[src/rtl/pcim_result_writer_if.sv]
// PCIM AXI4 write channels plus the 512-bit result stream feeding them.
// master = the writer (drives AW/W, consumes the stream); slave = host side / stream source.
interface pcim_result_writer_if;
    logic [511:0] s_tdata;
    logic         s_tvalid;
    logic         s_tready;

    logic [15:0]  m_axi_awid;
    logic [63:0]  m_axi_awaddr;
    logic [7:0]   m_axi_awlen;
    logic [2:0]   m_axi_awsize;
    logic         m_axi_awvalid;
    logic         m_axi_awready;

    logic [511:0] m_axi_wdata;
    logic [63:0]  m_axi_wstrb;
    logic         m_axi_wlast;
    logic         m_axi_wvalid;
    logic         m_axi_wready;

    logic [15:0]  m_axi_bid;
    logic [1:0]   m_axi_bresp;
    logic         m_axi_bvalid;
    logic         m_axi_bready;

    modport master (
        input  s_tdata, s_tvalid,
        output s_tready,
        output m_axi_awid, m_axi_awaddr, m_axi_awlen, m_axi_awsize, m_axi_awvalid,
        input  m_axi_awready,
        output m_axi_wdata, m_axi_wstrb, m_axi_wlast, m_axi_wvalid,
        input  m_axi_wready,
        input  m_axi_bid, m_axi_bresp, m_axi_bvalid,
        output m_axi_bready
    );

    modport slave (
        output s_tdata, s_tvalid,
        input  s_tready,
        input  m_axi_awid, m_axi_awaddr, m_axi_awlen, m_axi_awsize, m_axi_awvalid,
        output m_axi_awready,
        input  m_axi_wdata, m_axi_wstrb, m_axi_wlast, m_axi_wvalid,
        output m_axi_wready,
        output m_axi_bid, m_axi_bresp, m_axi_bvalid,
        input  m_axi_bready
    );
endinterface

[src/rtl/pcim_result_writer.sv]
// Streams CNN result beats into host memory as incrementing PCIM AXI4 write bursts.
//
//   state    | meaning
//   ---------+------------------------------------------------------------
//   S_IDLE   | waiting for cfg_start; zero-length / misaligned jobs end here
//   S_ADDR   | presenting AW for the next burst once the outstanding limit allows
//   S_DATA   | passing stream beats straight onto W until wlast handshakes
//   S_DRAIN  | all data sent, waiting for the remaining B responses
module pcim_result_writer #(
    parameter int          BURST_BEATS     = 16,
    parameter int          MAX_OUTSTANDING = 4,
    parameter logic [15:0] AXI_ID          = 16'h0000
) (
    input  logic                         clk,
    input  logic                         rst_n,
    input  logic                         cfg_start,
    input  logic [63:0]                  cfg_base_addr,
    input  logic [31:0]                  cfg_num_beats,
    output logic                         busy,
    output logic                         done,
    output logic                         err,
    pcim_result_writer_if.master         bus
);
    localparam logic [1:0]  S_IDLE  = 2'd0;
    localparam logic [1:0]  S_ADDR  = 2'd1;
    localparam logic [1:0]  S_DATA  = 2'd2;
    localparam logic [1:0]  S_DRAIN = 2'd3;

    localparam logic [63:0] ALIGN_BYTES = 64'(BURST_BEATS) * 64'd64;
    localparam logic [31:0] BURST_W     = 32'(BURST_BEATS);
    localparam logic [3:0]  MAX_OUT     = 4'(MAX_OUTSTANDING);

    logic [1:0]  state;
    logic [63:0] addr;
    logic [31:0] remaining;
    logic [3:0]  outstanding;
    logic [3:0]  outstanding_nxt;
    logic [7:0]  awlen_q;
    logic [7:0]  beat_cnt;
    logic [7:0]  awlen_c;
    logic [8:0]  burst_len;
    logic [31:0] rem_after;
    logic        aw_hs, w_hs, b_hs, b_dec, misaligned;
    logic        unused_bid;

    assign unused_bid = ^bus.m_axi_bid;

    assign awlen_c    = (remaining >= BURST_W) ? 8'(BURST_BEATS - 1) : remaining[7:0] - 8'd1;
    assign burst_len  = {1'b0, awlen_q} + 9'd1;
    // awlen_q+1 never exceeds remaining, so this cannot wrap below zero
    assign rem_after  = remaining - 32'(burst_len);
    assign misaligned = (cfg_base_addr % ALIGN_BYTES) != 64'd0;

    assign aw_hs = bus.m_axi_awvalid & bus.m_axi_awready;
    assign w_hs  = bus.m_axi_wvalid & bus.m_axi_wready;
    assign b_hs  = bus.m_axi_bvalid & bus.m_axi_bready;
    assign b_dec = b_hs && (outstanding != 4'd0);

    always_comb begin
        outstanding_nxt = outstanding;
        if (aw_hs && !b_dec)
            outstanding_nxt = outstanding + 4'd1;
        else if (!aw_hs && b_dec)
            outstanding_nxt = outstanding - 4'd1;
    end

    // AW fields only move in S_DATA, so they stay stable while awvalid waits for awready
    assign bus.m_axi_awid    = AXI_ID;
    assign bus.m_axi_awaddr  = addr;
    assign bus.m_axi_awlen   = (state == S_ADDR) ? awlen_c : 8'd0;
    assign bus.m_axi_awsize  = 3'b110;
    assign bus.m_axi_awvalid = (state == S_ADDR) && (outstanding < MAX_OUT);

    assign bus.m_axi_wdata   = bus.s_tdata;
    assign bus.m_axi_wstrb   = '1;
    assign bus.m_axi_wvalid  = (state == S_DATA) && bus.s_tvalid;
    assign bus.m_axi_wlast   = (state == S_DATA) && (beat_cnt == awlen_q);
    assign bus.s_tready      = (state == S_DATA) && bus.m_axi_wready;
    assign bus.m_axi_bready  = rst_n;

    always_ff @(posedge clk or negedge rst_n) begin
        if (!rst_n) begin
            state       <= S_IDLE;
            addr        <= 64'd0;
            remaining   <= 32'd0;
            outstanding <= 4'd0;
            awlen_q     <= 8'd0;
            beat_cnt    <= 8'd0;
            busy        <= 1'b0;
            done        <= 1'b0;
            err         <= 1'b0;
        end else begin
            done        <= 1'b0;
            outstanding <= outstanding_nxt;
            if (b_hs && (bus.m_axi_bresp != 2'b00))
                err <= 1'b1;

            case (state)
                S_IDLE: begin
                    if (cfg_start) begin
                        addr      <= cfg_base_addr;
                        remaining <= cfg_num_beats;
                        beat_cnt  <= 8'd0;
                        if (cfg_num_beats == 32'd0) begin
                            err  <= 1'b0;
                            done <= 1'b1;
                        end else if (misaligned) begin
                            err  <= 1'b1;
                            done <= 1'b1;
                        end else begin
                            err   <= 1'b0;
                            busy  <= 1'b1;
                            state <= S_ADDR;
                        end
                    end
                end
                S_ADDR: begin
                    if (aw_hs) begin
                        awlen_q  <= awlen_c;
                        beat_cnt <= 8'd0;
                        state    <= S_DATA;
                    end
                end
                S_DATA: begin
                    if (w_hs) begin
                        if (bus.m_axi_wlast) begin
                            addr      <= addr + 64'({burst_len, 6'b0});
                            remaining <= rem_after;
                            beat_cnt  <= 8'd0;
                            state     <= (rem_after == 32'd0) ? S_DRAIN : S_ADDR;
                        end else begin
                            beat_cnt <= beat_cnt + 8'd1;
                        end
                    end
                end
                S_DRAIN: begin
                    if (outstanding_nxt == 4'd0) begin
                        done  <= 1'b1;
                        busy  <= 1'b0;
                        state <= S_IDLE;
                    end
                end
                default: state <= S_IDLE;
            endcase
        end
    end
endmodule

[src/flat_wrapper.sv]
// flat-port wrapper written by rule: the top's interface ports become plain ports
module pcim_result_writer_flat 
#(
    parameter int          BURST_BEATS     = 16,
    parameter int          MAX_OUTSTANDING = 4,
    parameter logic [15:0] AXI_ID          = 16'h0000
)
  (clk, rst_n, cfg_start, cfg_base_addr, cfg_num_beats, busy, done, err, bus_s_tdata, bus_s_tvalid, bus_s_tready, bus_m_axi_awid, bus_m_axi_awaddr, bus_m_axi_awlen, bus_m_axi_awsize, bus_m_axi_awvalid, bus_m_axi_awready, bus_m_axi_wdata, bus_m_axi_wstrb, bus_m_axi_wlast, bus_m_axi_wvalid, bus_m_axi_wready, bus_m_axi_bid, bus_m_axi_bresp, bus_m_axi_bvalid, bus_m_axi_bready);
  pcim_result_writer_if bus_i ();
  input  logic clk;
  input  logic rst_n;
  input  logic cfg_start;
  input  logic [63:0] cfg_base_addr;
  input  logic [31:0] cfg_num_beats;
  output logic busy;
  output logic done;
  output logic err;
  input wire logic [$bits(bus_i.s_tdata)-1:0] bus_s_tdata;
  input wire logic [$bits(bus_i.s_tvalid)-1:0] bus_s_tvalid;
  output wire logic [$bits(bus_i.s_tready)-1:0] bus_s_tready;
  output wire logic [$bits(bus_i.m_axi_awid)-1:0] bus_m_axi_awid;
  output wire logic [$bits(bus_i.m_axi_awaddr)-1:0] bus_m_axi_awaddr;
  output wire logic [$bits(bus_i.m_axi_awlen)-1:0] bus_m_axi_awlen;
  output wire logic [$bits(bus_i.m_axi_awsize)-1:0] bus_m_axi_awsize;
  output wire logic [$bits(bus_i.m_axi_awvalid)-1:0] bus_m_axi_awvalid;
  input wire logic [$bits(bus_i.m_axi_awready)-1:0] bus_m_axi_awready;
  output wire logic [$bits(bus_i.m_axi_wdata)-1:0] bus_m_axi_wdata;
  output wire logic [$bits(bus_i.m_axi_wstrb)-1:0] bus_m_axi_wstrb;
  output wire logic [$bits(bus_i.m_axi_wlast)-1:0] bus_m_axi_wlast;
  output wire logic [$bits(bus_i.m_axi_wvalid)-1:0] bus_m_axi_wvalid;
  input wire logic [$bits(bus_i.m_axi_wready)-1:0] bus_m_axi_wready;
  input wire logic [$bits(bus_i.m_axi_bid)-1:0] bus_m_axi_bid;
  input wire logic [$bits(bus_i.m_axi_bresp)-1:0] bus_m_axi_bresp;
  input wire logic [$bits(bus_i.m_axi_bvalid)-1:0] bus_m_axi_bvalid;
  output wire logic [$bits(bus_i.m_axi_bready)-1:0] bus_m_axi_bready;
  assign bus_i.s_tdata = bus_s_tdata;
  assign bus_i.s_tvalid = bus_s_tvalid;
  assign bus_s_tready = bus_i.s_tready;
  assign bus_m_axi_awid = bus_i.m_axi_awid;
  assign bus_m_axi_awaddr = bus_i.m_axi_awaddr;
  assign bus_m_axi_awlen = bus_i.m_axi_awlen;
  assign bus_m_axi_awsize = bus_i.m_axi_awsize;
  assign bus_m_axi_awvalid = bus_i.m_axi_awvalid;
  assign bus_i.m_axi_awready = bus_m_axi_awready;
  assign bus_m_axi_wdata = bus_i.m_axi_wdata;
  assign bus_m_axi_wstrb = bus_i.m_axi_wstrb;
  assign bus_m_axi_wlast = bus_i.m_axi_wlast;
  assign bus_m_axi_wvalid = bus_i.m_axi_wvalid;
  assign bus_i.m_axi_wready = bus_m_axi_wready;
  assign bus_i.m_axi_bid = bus_m_axi_bid;
  assign bus_i.m_axi_bresp = bus_m_axi_bresp;
  assign bus_i.m_axi_bvalid = bus_m_axi_bvalid;
  assign bus_m_axi_bready = bus_i.m_axi_bready;
  pcim_result_writer #(.BURST_BEATS(BURST_BEATS), .MAX_OUTSTANDING(MAX_OUTSTANDING), .AXI_ID(AXI_ID)) u_core (.clk(clk), .rst_n(rst_n), .cfg_start(cfg_start), .cfg_base_addr(cfg_base_addr), .cfg_num_beats(cfg_num_beats), .busy(busy), .done(done), .err(err), .bus(bus_i));
endmodule
[config.mk]
export PLATFORM = sky130hd
export DESIGN_NAME = pcim_result_writer_flat
export DESIGN_NICKNAME = d
export VERILOG_FILES = /design/src/rtl/pcim_result_writer_if.sv /design/src/rtl/pcim_result_writer.sv /design/src/flat_wrapper.sv
export SDC_FILE = /design/constraint.sdc
export NUM_CORES = 1
export LEC_CHECK = 0
export ABC_AREA = 1
export CAP_MARGIN = 20
export CORE_AREA = 8 8 501 503
export CTS_CLUSTER_DIAMETER = 80
export DETAILED_ROUTE_END_ITERATION = 12
export DIE_AREA = 0 0 509 511
export HOLD_SLACK_MARGIN = 0.1
export SETUP_SLACK_MARGIN = 0.4
export SYNTH_ARGS = -nofsm -noshare
export SYNTH_HDL_FRONTEND = slang
export SYNTH_SLANG_ARGS = --single-unit
[constraint.sdc]
create_clock -name clk -period 5.2 [get_ports clk]
set_input_delay 1.56 -clock clk [delete_from_list [all_inputs] [get_ports clk]]
set_output_delay 1.56 -clock clk [all_outputs]
set_load 0.02 [all_outputs]
Word level (Yosys, flattened, before mapping)
Index checks and enable logic that the tools add are counted.
{"block": "word_totals", "register_bits": 121, "input_bits": 633}
{"block": "op_classes", "n_addsub": 7, "magnitude_cmp": 2, "n_eq_ne": 11, "n_mux": 40, "bitwise_logic": 3, "reduce_logical": 25}
{"cell": "$mux W64", "count": 3}
{"cell": "$pmux W64 S2", "count": 1}
{"cell": "$mux W32", "count": 3}
{"cell": "$add A64 B15 Y64", "count": 1}
{"cell": "$logic_not A32 Y1", "count": 2}
{"cell": "$pmux W32 S2", "count": 1}
{"cell": "$reduce_bool A64 Y1", "count": 1}
{"cell": "$mux W8", "count": 6}
{"cell": "$ge A32 B5 Y1 const B", "count": 1}
{"cell": "$sub A32 B9 Y32", "count": 1}
{"cell": "$pmux W8 S3", "count": 1}
{"cell": "$mux W2", "count": 8}
{"cell": "$mux W1", "count": 12}
{"cell": "$add A8 B1 Y9 const B", "count": 1}
{"cell": "$add A8 B1 Y8 const B", "count": 1}
{"cell": "$eq A8 B8 Y1", "count": 1}
{"cell": "$logic_and A1 B1 Y1", "count": 8}
{"cell": "$mux W4", "count": 2}
{"cell": "$ne A2 B2 Y1 const B", "count": 4}
{"cell": "$pmux W2 S4", "count": 1}
{"cell": "$reduce_and A4 Y1", "count": 2}
{"cell": "$sub A8 B1 Y8 const B", "count": 1}
{"cell": "$reduce_and A7 Y1", "count": 1}
{"cell": "$ne A2 B1 Y1 const B", "count": 3}
{"cell": "15 further kinds", "count": 22}

Logic depth before layout (Yosys ltp)
Gate-level depths: netlist (run 1).
{"block": "depth", "word_depth": 10, "ltp_mapped": 25}

Worst setup path after synthesis (run 1)
Ideal clock, no wire load.
{"block": "synth_timing", "path_kind": "input -> output", "startpoint": "input bus_s_tvalid", "endpoint": "output bus_m_axi_wvalid", "t_arrival_ps": 1748, "t_required_ps": 3640, "slack_ps": 1892, "path_stages": 2, "n_path_buf": 0, "cell_sequence": "nand2_1 inv_1"}
{"block": "synth_via", "elab_chain_len": 1}
{"item": "start: declaration", "line_no": "flat_wrapper.sv:19", "source": "input wire logic [$bits(bus_i.s_tvalid)-1:0] bus_s_tvalid;"}
{"item": "$logic_and A1 B1 Y1", "line_no": "pcim_result_writer.sv:76", "source": "assign bus.m_axi_wvalid = (state == S_DATA) && bus.s_tvalid;"}
{"item": "end: declaration", "line_no": "flat_wrapper.sv:30", "source": "output wire logic [$bits(bus_i.m_axi_wvalid)-1:0] bus_m_axi_wvalid;"}
No other way between the ends.

Final worst setup path (run 1)
{"block": "layout_timing", "startpoint": "register u_core.remaining[19]", "endpoint": "output bus_m_axi_awlen[3]"}
{"block": "layout_via", "elab_chain_len": 3}
{"item": "start: declaration", "line_no": "pcim_result_writer.sv:35", "source": "logic [31:0] remaining;"}
{"item": "start signal: assignment", "line_no": "pcim_result_writer.sv:102", "source": "remaining <= cfg_num_beats;"}
{"item": "start signal: assignment", "line_no": "pcim_result_writer.sv:128", "source": "remaining <= rem_after;"}
{"item": "$ge A32 B5 Y1", "line_no": "pcim_result_writer.sv:48", "source": "assign awlen_c = (remaining >= BURST_W) ? 8'(BURST_BEATS - 1) : remaining[7:0] - 8'd1;"}
{"item": "$mux W8", "line_no": "pcim_result_writer.sv:48"}
{"item": "$mux W8", "line_no": "pcim_result_writer.sv:70", "source": "assign bus.m_axi_awlen = (state == S_ADDR) ? awlen_c : 8'd0;"}
{"item": "end: declaration", "line_no": "flat_wrapper.sv:23", "source": "output wire logic [$bits(bus_i.m_axi_awlen)-1:0] bus_m_axi_awlen;"}
No other way between the ends.

==> metrics.cfg, run 1 <==
[power]
internal_power_mw=2.73
seq_power_share_pct=25.5
peakVddDrop_mv=0.264
combPwrFrac_pct=48.8
p_clk_share_pct=25.7
p_switching_mw=2.59
finalPower_mw=5.33
total_leakage_power_nw=6.22
p_per_area_nw_per_um2=321
sw_frac_of_total_pct=48.7

[route]
wire_per_inst_um=29.9
ant_nets=0
vias_per_cell=2.51
firstDrtPassIters=5
vias=12500
routed_wl_um=150000
drtIter0Drc=1233
drc=0

[clock_tree]
cts_made_buffers=17
postCtsResizedCells=0
h-tree-depth=4
path_clk_slew_ns=0.08
cts_sinks=121
clk-insertion-delay-late_ns=0.50
cts_buffer_depth=2
clockRootBuffer=clkbuf_16
hold_buffers=0
cts_setup_buffers=0
cts_tree=done

[timing]
hold_viol=0
skew_ns=0.0178
setup_violations=0
max_freq_ghz=0.217
slew_headroom_pct=39.3
fin_ws_ns=0.601
fin_setup_tns_ns=0
rsz0062_at_grt=no
fin_crit_sh_pct=88.5
min_period_ns=4.60
worst-slew-pin-transition_ns=0.900
slew_violations=0

[logic_synthesis]
synth_edf_count=0
avgSynthCellArea_um2=6.75
yosysUniqueCellTypes=53
synth_top_area_share_pct=31.3
yosys_register_bits=121
ys.flop_type=dfrtp_1
synth_largest_area_cell=buf_4
async_flop_share_pct=100
synth_warnings=0
synth_area_um2=14400
synth_cells=2129
seq_area_frac_synth_pct=21.1
synth.area.top_cells=buf_4 (31%), dfrtp_1 (21%), nand2_1 (10%), inv_1 (5.1%), nor2_1 (4.8%)

[global_route]
grt_max_degree=77
gr-total-overflow=0
grt_pass1_vias=11700
grt_pass1_wl_um=175000
antenna_found_initial=22
track_usage_pct=11.0

[place]
place_ws_ns=0.765
dpl-instance-area_um2=16000
io_buffers=184
dpl.hpwl_um=138000
gp_congestion=0.918

[die]
die_h_um=511
die_w_um=509
start_util_pct=5.93
rows=181
core-area_um2=243000
dieArea_um2=260000
pin_count=1308

[flow_run]
maxCapViolCount=0

[layout]
layout_common_cells=nand2_1 (395), inv_1 (194), clkdlybuf4s50_1 (182)
nNetsFinal=2449
drive_gt1_share_pct=6.00
final.fill_count=28600
fin_area_um2=16600
final_common_cell=nand2_1
syn_to_final_growth_pct=15.6
fin_util_pct=6.85

[status]
status=finished, final reports clean

[setup_path]
worstSetupEndpointType=primary output
critPathRequiredTime_ns=3.64
critPathArrivalTime_ns=3.04
startpoint_type=register
criticalPathCategory=reg2out
path_max_fanout=8
reg2regPathDepth=19

[worst_hold_path]
min_path_cells=2
min_path_type=reg2reg

[power by group through the flow]
stage	clock, mW	sequential (mW)	combinational [mW]
after floorplan	0	1.39	2.16
after global placement	0	1.36	2.59
after detailed placement	0	1.37	2.59
after CTS	1.40	1.35	2.60
after global routing	1.42	1.38	2.84
final	1.37	1.36	2.60
[kinds of logic after synthesis]
group	synth area share, %
simple gates	26.3
xor+xnor	2.31
other cells	0.0523
buf+inv	38.0
fa+ha+maj	2.63
flops	21.1
compound gates	9.69
[critical path, cell delays in order (launching register included)]
cell             delay (ns)
dfrtp_1                0.38
inv_1                  0.14
nand2_1                0.11
nor2_2                 0.21
nand2_1                0.14
nor2_1                 0.21
and2_1                 0.29
inv_1                  0.19
a21oi_1                0.25
nor2_1                 0.07
clkdlybuf4s50_1        0.54
[synthesized netlist by cell type (3+ instances only)]
cell type and number:
buf_4 600, nand2_1 395, inv_1 195, nor2_1 182
dfrtp_1 121, nand3_1 111, o21ai_0 97, a21oi_1 58
nand4_1 48, o21ai_1 41, nor3_1 35, xor2_1 30
ha_1 27, o211ai_1 21, clkbuf_1 19, o22ai_1 19
nand2_2 16, buf_2 13, inv_2 10, nor4_1 10
nor2_2 7, nor2_4 6, nor3_2 6, xnor2_1 6
a22oi_1 5, buf_1 5, or2_2 5, o32ai_1 3
[metal layers]
metal | GRT usage (%) | vias up | wire [µm]
met3 | 17.9 | 447 | 53600
met4 | 8.61 | 14 | 14100
li1 | - | 5466 | -
met5 | 1.70 | - | 625
met1 | 5.08 | 5464 | 23300
met2 | 15.1 | 1157 | 58100
[area by class of cell]
class,instances,area [µm²],area share [%]
sequential,121,3030,18.2
multi-input combinational,1244,6200,37.3
timing repair buffer,197,1970,11.9
clock buffer,21,440,2.65
antenna,5,12.5,0.0753
clock inverter,11,171,1.03
inverter,206,778,4.69
tap,3202,4010,24.1
[path summary, 6_finish.rpt]
path | from | end | slack (ns)
setup / recovery | u_core.remaining[19] | bus_m_axi_awlen[3] | 0.60
hold / removal | u_core.bus.m_axi_awaddr[5] | u_core.bus.m_axi_awaddr[5] | 0.50
setup reg to reg | u_core.awlen_q[0] | u_core.bus.m_axi_awaddr[40] | 0.85
hold reg to reg | u_core.bus.m_axi_awaddr[5] | u_core.bus.m_axi_awaddr[5] | 0.50
max in group asynchronous | rst_n | u_core.remaining[22] | 2.77
min in group asynchronous | rst_n | u_core.outstanding[2] | 1.25
[stage by stage]
stage,std cells,hold slack (ns)
3_5_place_dp,4970,0.478
5_1_grt,5003,0.514
2_1_floorplan,2210,0.466
4_1_cts,5002,0.495
6_report,5007,0.497
3_3_place_gp,4970,0.472
[flip-flops by register name, indices dropped and copies added, names as in the netlist]
signal	count
u_core.awlen_q	8
u_core.beat_cnt	8
u_core.bus.m_axi_awaddr	64
u_core.busy	1
u_core.done	1
u_core.err	1
u_core.outstanding	4
u_core.remaining	32
u_core.state	2
No activity file was read; power rests on OpenSTA's default activity.
==> run 2: changes to the inputs <==
--- a/config.mk
+++ b/config.mk
@@ -5,12 +5,11 @@
 export SDC_FILE = /design/constraint.sdc
 export NUM_CORES = 1
 export LEC_CHECK = 0
-export ABC_AREA = 1
 export CAP_MARGIN = 20
-export CORE_AREA = 8 8 501 503
+export CORE_AREA = 8 8 505 507
 export CTS_CLUSTER_DIAMETER = 80
 export DETAILED_ROUTE_END_ITERATION = 12
-export DIE_AREA = 0 0 509 511
+export DIE_AREA = 0 0 513 515
 export HOLD_SLACK_MARGIN = 0.1
 export SETUP_SLACK_MARGIN = 0.4
 export SYNTH_ARGS = -nofsm -noshare
==> run 2 against run 1 <==
  * Total power rose by 59%
  * Area after synthesis fell by 9.9%
  * Via count fell by 15%
  * Sequential power rose by 53%
  * Combinational power rose by 87%
==> metrics.cfg, run 2 <==
[status]
status=finished, final reports clean

[power]
seq_power_share_pct=24.6  ; -0.9 points
p_clk_share_pct=17.7  ; -8.0 points
peakVddDrop_mv=0.335  ; +27%
p_switching_mw=4.24  ; +63%
total_leakage_power_nw=5.05  ; -19%
combPwrFrac_pct=57.7  ; +8.9 points
p_per_area_nw_per_um2=547  ; +71%
sw_frac_of_total_pct=50.2  ; +1.5 points
internal_power_mw=4.21  ; +54%

[die]
pin_count=1308  ; unchanged
die_w_um=513  ; +0.79%
dieArea_um2=264000  ; +1.6%
rows=183  ; +1.1%
start_util_pct=5.24  ; -0.68 points
die_h_um=515  ; +0.78%
core-area_um2=247000  ; +1.9%

[setup_path]
critPathRequiredTime_ns=3.64  ; about the same
crit_start=u_core.remaining[22]
worst-path-stages=6  ; -4
reg2regPathDepth=14  ; -5
critPathSlowestCell=or4_4
critPathArrivalTime_ns=3.12  ; +0.08 ns
r2r_end=u_core.bus.m_axi_awaddr[63]
crit_top_cell=or4_4
startpoint_type=register
crit_path_cell_trace=or2_1, or4_4, or4_4, nor4_4, and2_1, dlygate4sd2_1
path_buf_inv=1  ; -2
worstSetupEndpointType=primary output
reg2reg_slack_ns=1.17  ; +0.32 ns
path_max_fanout=6  ; -2
r2r_start=u_core.awlen_q[0]
slowest_delay_ns=0.51  ; -0.03 ns
critical_path.endpoint=bus_m_axi_awlen[4]
criticalPathCategory=reg2out
path_delay_family=simple AND/OR/NAND/NOR gates

[logic_synthesis]
yosys_register_bits=121  ; unchanged
synth_warnings=0  ; unchanged
synthTopCellsByCount=buf_4 (596), dfrtp_1 (121), nand2_1 (110), a21oi_1 (106), nor2_1 (74)
ys.flop_type=dfrtp_1
yosysUniqueCellTypes=79  ; +49%
avgSynthCellArea_um2=7.96  ; +18%
yosysMostFrequentCell=buf_4
synth_top_area_share_pct=34.6  ; +3.2 points
synth_area_um2=12900  ; -9.9%
seq_area_frac_synth_pct=23.4  ; +2.3 points
synth_cells=1627  ; -24%
synth_largest_area_cell=buf_4
synth_edf_count=0  ; unchanged
synth.area.top_cells=buf_4 (35%), dfrtp_1 (23%), a21oi_1 (4.1%), nand2_1 (3.2%), o22ai_1 (2.9%)
async_flop_share_pct=100  ; unchanged

[route]
ant_nets=0  ; unchanged
vias_per_cell=2.35  ; -6.4%
drc=0  ; unchanged
wire_per_inst_um=34.3  ; +15%
drtIter0Drc=1124  ; -8.8%
firstDrtPassIters=6  ; +1
routed_wl_um=156000  ; +4.3%
vias=10700  ; -15%

[layout]
largest_reg_flops=64  ; unchanged
syn_to_final_growth_pct=19.2
multiInputGateArea_um2=5500  ; -11%
final_common_cell=clkdlybuf4s50_1
layout_common_cells=clkdlybuf4s50_1 (175), dfrtp_1 (121), nand2_1 (109)
nNetsFinal=1955  ; -20%
fin_area_um2=15400  ; -7.1%
final.fill_count=28900  ; +1.2%
regArea_um2=3030  ; unchanged
drive_gt1_share_pct=7.47  ; +1.5 points

[global_route]
grt_max_degree=81  ; +5.2%
gr-total-overflow=0  ; unchanged
track_usage_pct=11.1  ; +0.15 points
grt_pass1_wl_um=177000  ; +1.1%
antenna_found_initial=16  ; -27%
grt_pass1_vias=9909  ; -15%

[place]
gp_congestion=0.928  ; +1.0%
dpl-instance-area_um2=14700  ; -8.2%
dpl.hpwl_um=145000  ; +4.8%
io_buffers=184  ; unchanged

[clock_tree]
clk-insertion-delay-late_ns=0.52  ; +0.02 ns
cts_tree=done
cts_made_buffers=25  ; +8
clockRootBuffer=clkbuf_16
hold_buffers=0  ; unchanged
cts_buffer_depth=3  ; +1
cts_sinks=121  ; unchanged
h-tree-depth=4  ; unchanged
path_clk_slew_ns=0.07  ; about the same

[timing]
skew_ns=0.0225  ; +0.00468 ns
min_period_ns=4.68  ; +0.0829 ns
fin_setup_tns_ns=0  ; unchanged
slew_headroom_pct=38.9  ; -0.46 points
hold_viol=0  ; unchanged
setup_violations=0  ; unchanged
worst-slew-pin-transition_ns=0.914  ; +0.0140 ns
fin_crit_sh_pct=90.0  ; +1.6 points
max_freq_ghz=0.214  ; -1.8%
slew_violations=0  ; unchanged
rsz0062_at_grt=no

[flow_run]
maxCapViolCount=0  ; unchanged

[worst_hold_path]
min_path_type=reg2reg

## run 2: power groups by stage
stage | combinational [mW] | clock, mW | sequential [mW]
after CTS | 4.89 | 1.54 | 2.05
final | 4.87 | 1.49 | 2.08
after global placement | 4.80 | 0 | 2.04
after global routing | 5.26 | 1.56 | 2.14
after floorplan | 3.40 | 0 | 2.13
after detailed placement | 4.88 | 0 | 2.07
## run 2: repair_timing
item / 4_1_cts / 5_1_grt
gates resized for setup: 9 / 3
setup endpoints to repair: 8 / 2
setup buffers: 2 / 0
pin swaps: 1 / 0
## run 2: cell families after synthesis
logic type	synth area share [%]
buf+inv	37.0
simple gates	16.4
compound gates	15.1
flops	23.4
xor+xnor	2.61
mux	2.55
fa+ha+maj	2.92
other cells	0.0580
## run 2: final cells by class
cell class	instances	area share, %
Antenna cell	5	0.0811
Clock buffer	31	4.52
Clock inverter	2	0.0811
Inverter	29	0.705
Multi-Input combinational cell	911	35.6
Sequential cell	121	19.6
Tap cell	3237	26.2
Timing Repair Buffer	205	13.1
## run 2: layer usage
layer | vias to the layer above | track usage (%) | wire, µm | part of all wire, %
met4 | 6 | 8.28 | 13600 | 8.7
met3 | 430 | 20.9 | 62800 | 40
li1 | 4281 | - | - | -
met5 | - | 1.14 | 420 | 0.27
met2 | 1235 | 14.9 | 59500 | 38
met1 | 4699 | 4.11 | 19700 | 13
## run 2: worst reg2reg max path, stage by stage, from the launching register on
cell and delay (ns):
dfrtp_1 0.46, ha_1 0.22, nand3_1 0.12, nor2_1 0.21
xor2_1 0.38, ha_1 0.36, a21o_1 0.12, a21o_1 0.12
a211oi_1 0.09, o31a_1 0.12, buf_4 0.20, nor4b_2 0.89
nand4_1 0.26, mux2i_1 0.22, a21oi_1 0.09
## run 2: through the flow
stage               hold WS [ns]  setup slack [ns]  power (mW)  utilization (%)  std cells
CTS                        0.493             0.307        8.49             6.24       4536
global placement           0.471             0.513        6.85             5.94       4501
floorplan                  0.462              1.44        5.53                -       1708
finish                     0.493             0.518        8.45             6.25       4541
detailed placement         0.480             0.540        6.94             5.94       4501
global route               0.519             0.413        8.96             6.24       4538
## run 2: how the worst min path moves through the flow
stage | from | end | slack (ns) | cells past startpoint
finish | u_core.bus.m_axi_awaddr[1] | u_core.bus.m_axi_awaddr[1] | 0.49 | 2
global route | u_core.bus.m_axi_awaddr[1] | u_core.bus.m_axi_awaddr[1] | 0.52 | 2
CTS | u_core.bus.m_axi_awaddr[1] | u_core.bus.m_axi_awaddr[1] | 0.49 | 2
detailed placement | u_core.bus.m_axi_awaddr[1] | u_core.bus.m_axi_awaddr[1] | 0.48 | 2
global placement | u_core.bus.m_axi_awaddr[1] | u_core.bus.m_axi_awaddr[1] | 0.47 | 2
floorplan | u_core.remaining[0] | u_core.awlen_q[0] | 0.46 | 1
==> run 3: changes to the inputs <==
--- a/config.mk
+++ b/config.mk
@@ -11,6 +11,7 @@
 export DETAILED_ROUTE_END_ITERATION = 12
 export DIE_AREA = 0 0 513 515
 export HOLD_SLACK_MARGIN = 0.1
+export REMOVE_ABC_BUFFERS = 1
 export SETUP_SLACK_MARGIN = 0.4
 export SYNTH_ARGS = -nofsm -noshare
 export SYNTH_HDL_FRONTEND = slang
==> run 3 against run 2 <==
  * First-iteration DRC count grew 11%
  * Via count grew 11%
  * Utilization shrank 0.072 points
  * Total power grew 1.4%
  * Highest routed layer unchanged
  * Critical endpoint is now bus_m_axi_awlen[2]
  * Combinational power grew 7.0%
  * Sequential power is essentially flat
  * Critical path type unchanged
  * Largest cell class unchanged
==> metrics.cfg, run 3 (same netlist as run 2, synthesis figures left out) <==
[power]
seq_power_share_pct=24.0  ; -0.6 points
sw_frac_of_total_pct=52.5  ; +2.3 points
internal_power_mw=4.07  ; -3.4%
p_clk_share_pct=15.2  ; -2.5 points
p_switching_mw=4.50  ; +6.1%
p_per_area_nw_per_um2=561  ; +2.5%
combPwrFrac_pct=60.8  ; +3.1 points
peakVddDrop_mv=0.303  ; -9.4%
total_leakage_power_nw=4.91  ; -2.9%

[layout]
drive_gt1_share_pct=6.91  ; -0.56 points
layout_common_cells=clkdlybuf4s50_1 (174), dfrtp_1 (121), nand2_1 (109)
final_common_cell=clkdlybuf4s50_1
syn_to_final_growth_pct=17.8
nNetsFinal=1937  ; -0.92%
final.fill_count=28900  ; +0.066%
largest_reg_flops=64  ; unchanged

[setup_path]
slowest_delay_ns=0.71  ; +0.20 ns
crit_top_cell=or4_4
r2r_start=u_core.awlen_q[0]
criticalPathCategory=reg2out
reg2reg_slack_ns=1.39  ; +0.22 ns
path_max_fanout=6  ; unchanged
worstSetupEndpointType=primary output
reg2regPathDepth=13  ; -1
critPathSlowestCell=nor4_1
startpoint_type=register
crit_path_cell_trace=or2_1, or4_4, or4_4, nor4_1, nor2b_1, buf_4
path_buf_inv=1  ; unchanged
worst-path-stages=6  ; unchanged
path_delay_family=simple AND/OR/NAND/NOR gates
critPathRequiredTime_ns=3.64  ; about the same
critPathArrivalTime_ns=3.16  ; +0.04 ns
crit_start=u_core.remaining[22]

[worst_hold_path]
min_path_type=reg2reg
min_path_cells=2  ; unchanged
min_from=u_core.bus.m_axi_awaddr[2]

[route]
wl_met2_um=208000  ; +250%
routed_wl_um=368000  ; +140%
vias_per_cell=2.61  ; +11%
wl_met1_um=16500  ; -16%
ant_nets=0  ; unchanged
top_layer_used=met5
wl_met3_um=120000  ; +91%
firstDrtPassIters=5  ; -1
vias=11800  ; +11%
drtIter0Drc=1249  ; +11%
wire_per_inst_um=81.2  ; +140%
drc=0  ; unchanged

[clock_tree]
postCtsResizedCells=0  ; -9
cts_setup_buffers=0  ; -2
h-tree-depth=4  ; unchanged
clockRootBuffer=clkbuf_16
cts_sinks=121  ; unchanged
hold_buffers=0  ; unchanged
cts_tree=done
cts_made_buffers=17  ; -32%
path_clk_slew_ns=0.06  ; about the same
clk-insertion-delay-late_ns=0.43  ; -0.09 ns
cts_buffer_depth=2  ; -1

[global_route]
track_usage_pct=26.7  ; +16 points
grt_pass1_wl_um=392000  ; +120%
grt_max_degree=117  ; +44%
grt_pass1_vias=10400  ; +4.8%
gr-total-overflow=0  ; unchanged
antenna_found_initial=19  ; +3

[timing]
slew_violations=0  ; unchanged
skew_ns=0.0112  ; -0.0114 ns
rsz0062_at_grt=no
max_freq_ghz=0.212  ; -0.84%
fin_crit_sh_pct=90.8  ; +0.76 points
hold_viol=0  ; unchanged
worst-slew-pin-transition_ns=1.11  ; +0.200 ns
fin_setup_tns_ns=0  ; unchanged
min_period_ns=4.72  ; +0.0394 ns
fin_ws_ns=0.478  ; -0.0395 ns
setup_violations=0  ; unchanged
slew_headroom_pct=25.7  ; -13 points

[status]
status=finished, final reports clean

[die]
core-area_um2=247000  ; unchanged
rows=183  ; unchanged
pin_count=1308  ; unchanged
die_w_um=513  ; unchanged
die_h_um=515  ; unchanged
start_util_pct=5.24  ; unchanged
dieArea_um2=264000  ; unchanged

[place]
dpl.hpwl_um=359000  ; +150%
gp_congestion=1.42  ; +54%
place_ws_ns=0.834  ; +0.294 ns
io_buffers=184  ; unchanged

[flow_run]
maxCapViolCount=0  ; unchanged

## run 3: stage by stage
| stage | total power [mW] | utilization, % | hold WS [ns] | instance area (µm²) | std cells |
|---|---|---|---|---|---|
| finish | 8.56 | 6.18 | 0.487 | 15300 | 4535 |
| global route | 9.10 | 6.18 | 0.516 | 15300 | 4535 |
| CTS | 8.68 | 6.16 | 0.489 | 15200 | 4525 |
| detailed placement | 7.35 | 5.90 | 0.477 | 14600 | 4493 |
| global placement | 7.27 | 5.90 | 0.471 | 14600 | 4493 |
| floorplan | 4.82 | - | 0.462 | 8570 | 1061 |
## run 3: cell type report
cell class,count,area [µm²],area share [%]
antenna,10,25.0,0.164
inverter,29,109,0.714
clock buffer,19,443,2.90
tap,3237,4050,26.5
multi-input combinational,911,5470,35.8
timing repair buffer,195,1940,12.7
clock inverter,13,194,1.27
sequential,121,3030,19.8
## run 3: path summary, 6_finish.rpt
check                                               to
hold / removal              u_core.bus.m_axi_awaddr[2]
setup / recovery                    bus_m_axi_awlen[2]
max in group asynchronous  u_core.bus.m_axi_awaddr[18]
setup reg to reg           u_core.bus.m_axi_awaddr[33]
hold reg to reg             u_core.bus.m_axi_awaddr[2]
min in group asynchronous           u_core.beat_cnt[1]
## run 3: per-layer routing
layer	GRT usage, %	vias to the layer above
met3	41.7	175
li1	-	4266
met2	54.3	2268
met1	3.04	5073
met5	10.0	-
met4	11.0	48
## run 3: power by group through the flow
stage	clock network [mW]	logic, mW	registers, mW
2_1_floorplan	0	2.65	2.17
3_3_place_gp	0	5.24	2.03
3_5_place_dp	0	5.31	2.05
4_1_cts	1.32	5.32	2.04
5_1_grt	1.36	5.61	2.13
6_report	1.30	5.21	2.06
## run 3: worst register-to-register path, delay by kind of cell, from the launching register on
| family | cells | cell delay [ns] |
|---|---|---|
| flops | 1 | 0.47 |
| compound gates | 6 | 1.67 |
| xor+xnor | 1 | 0.27 |
| simple gates | 4 | 0.72 |
| fa+ha+maj | 2 | 0.58 |
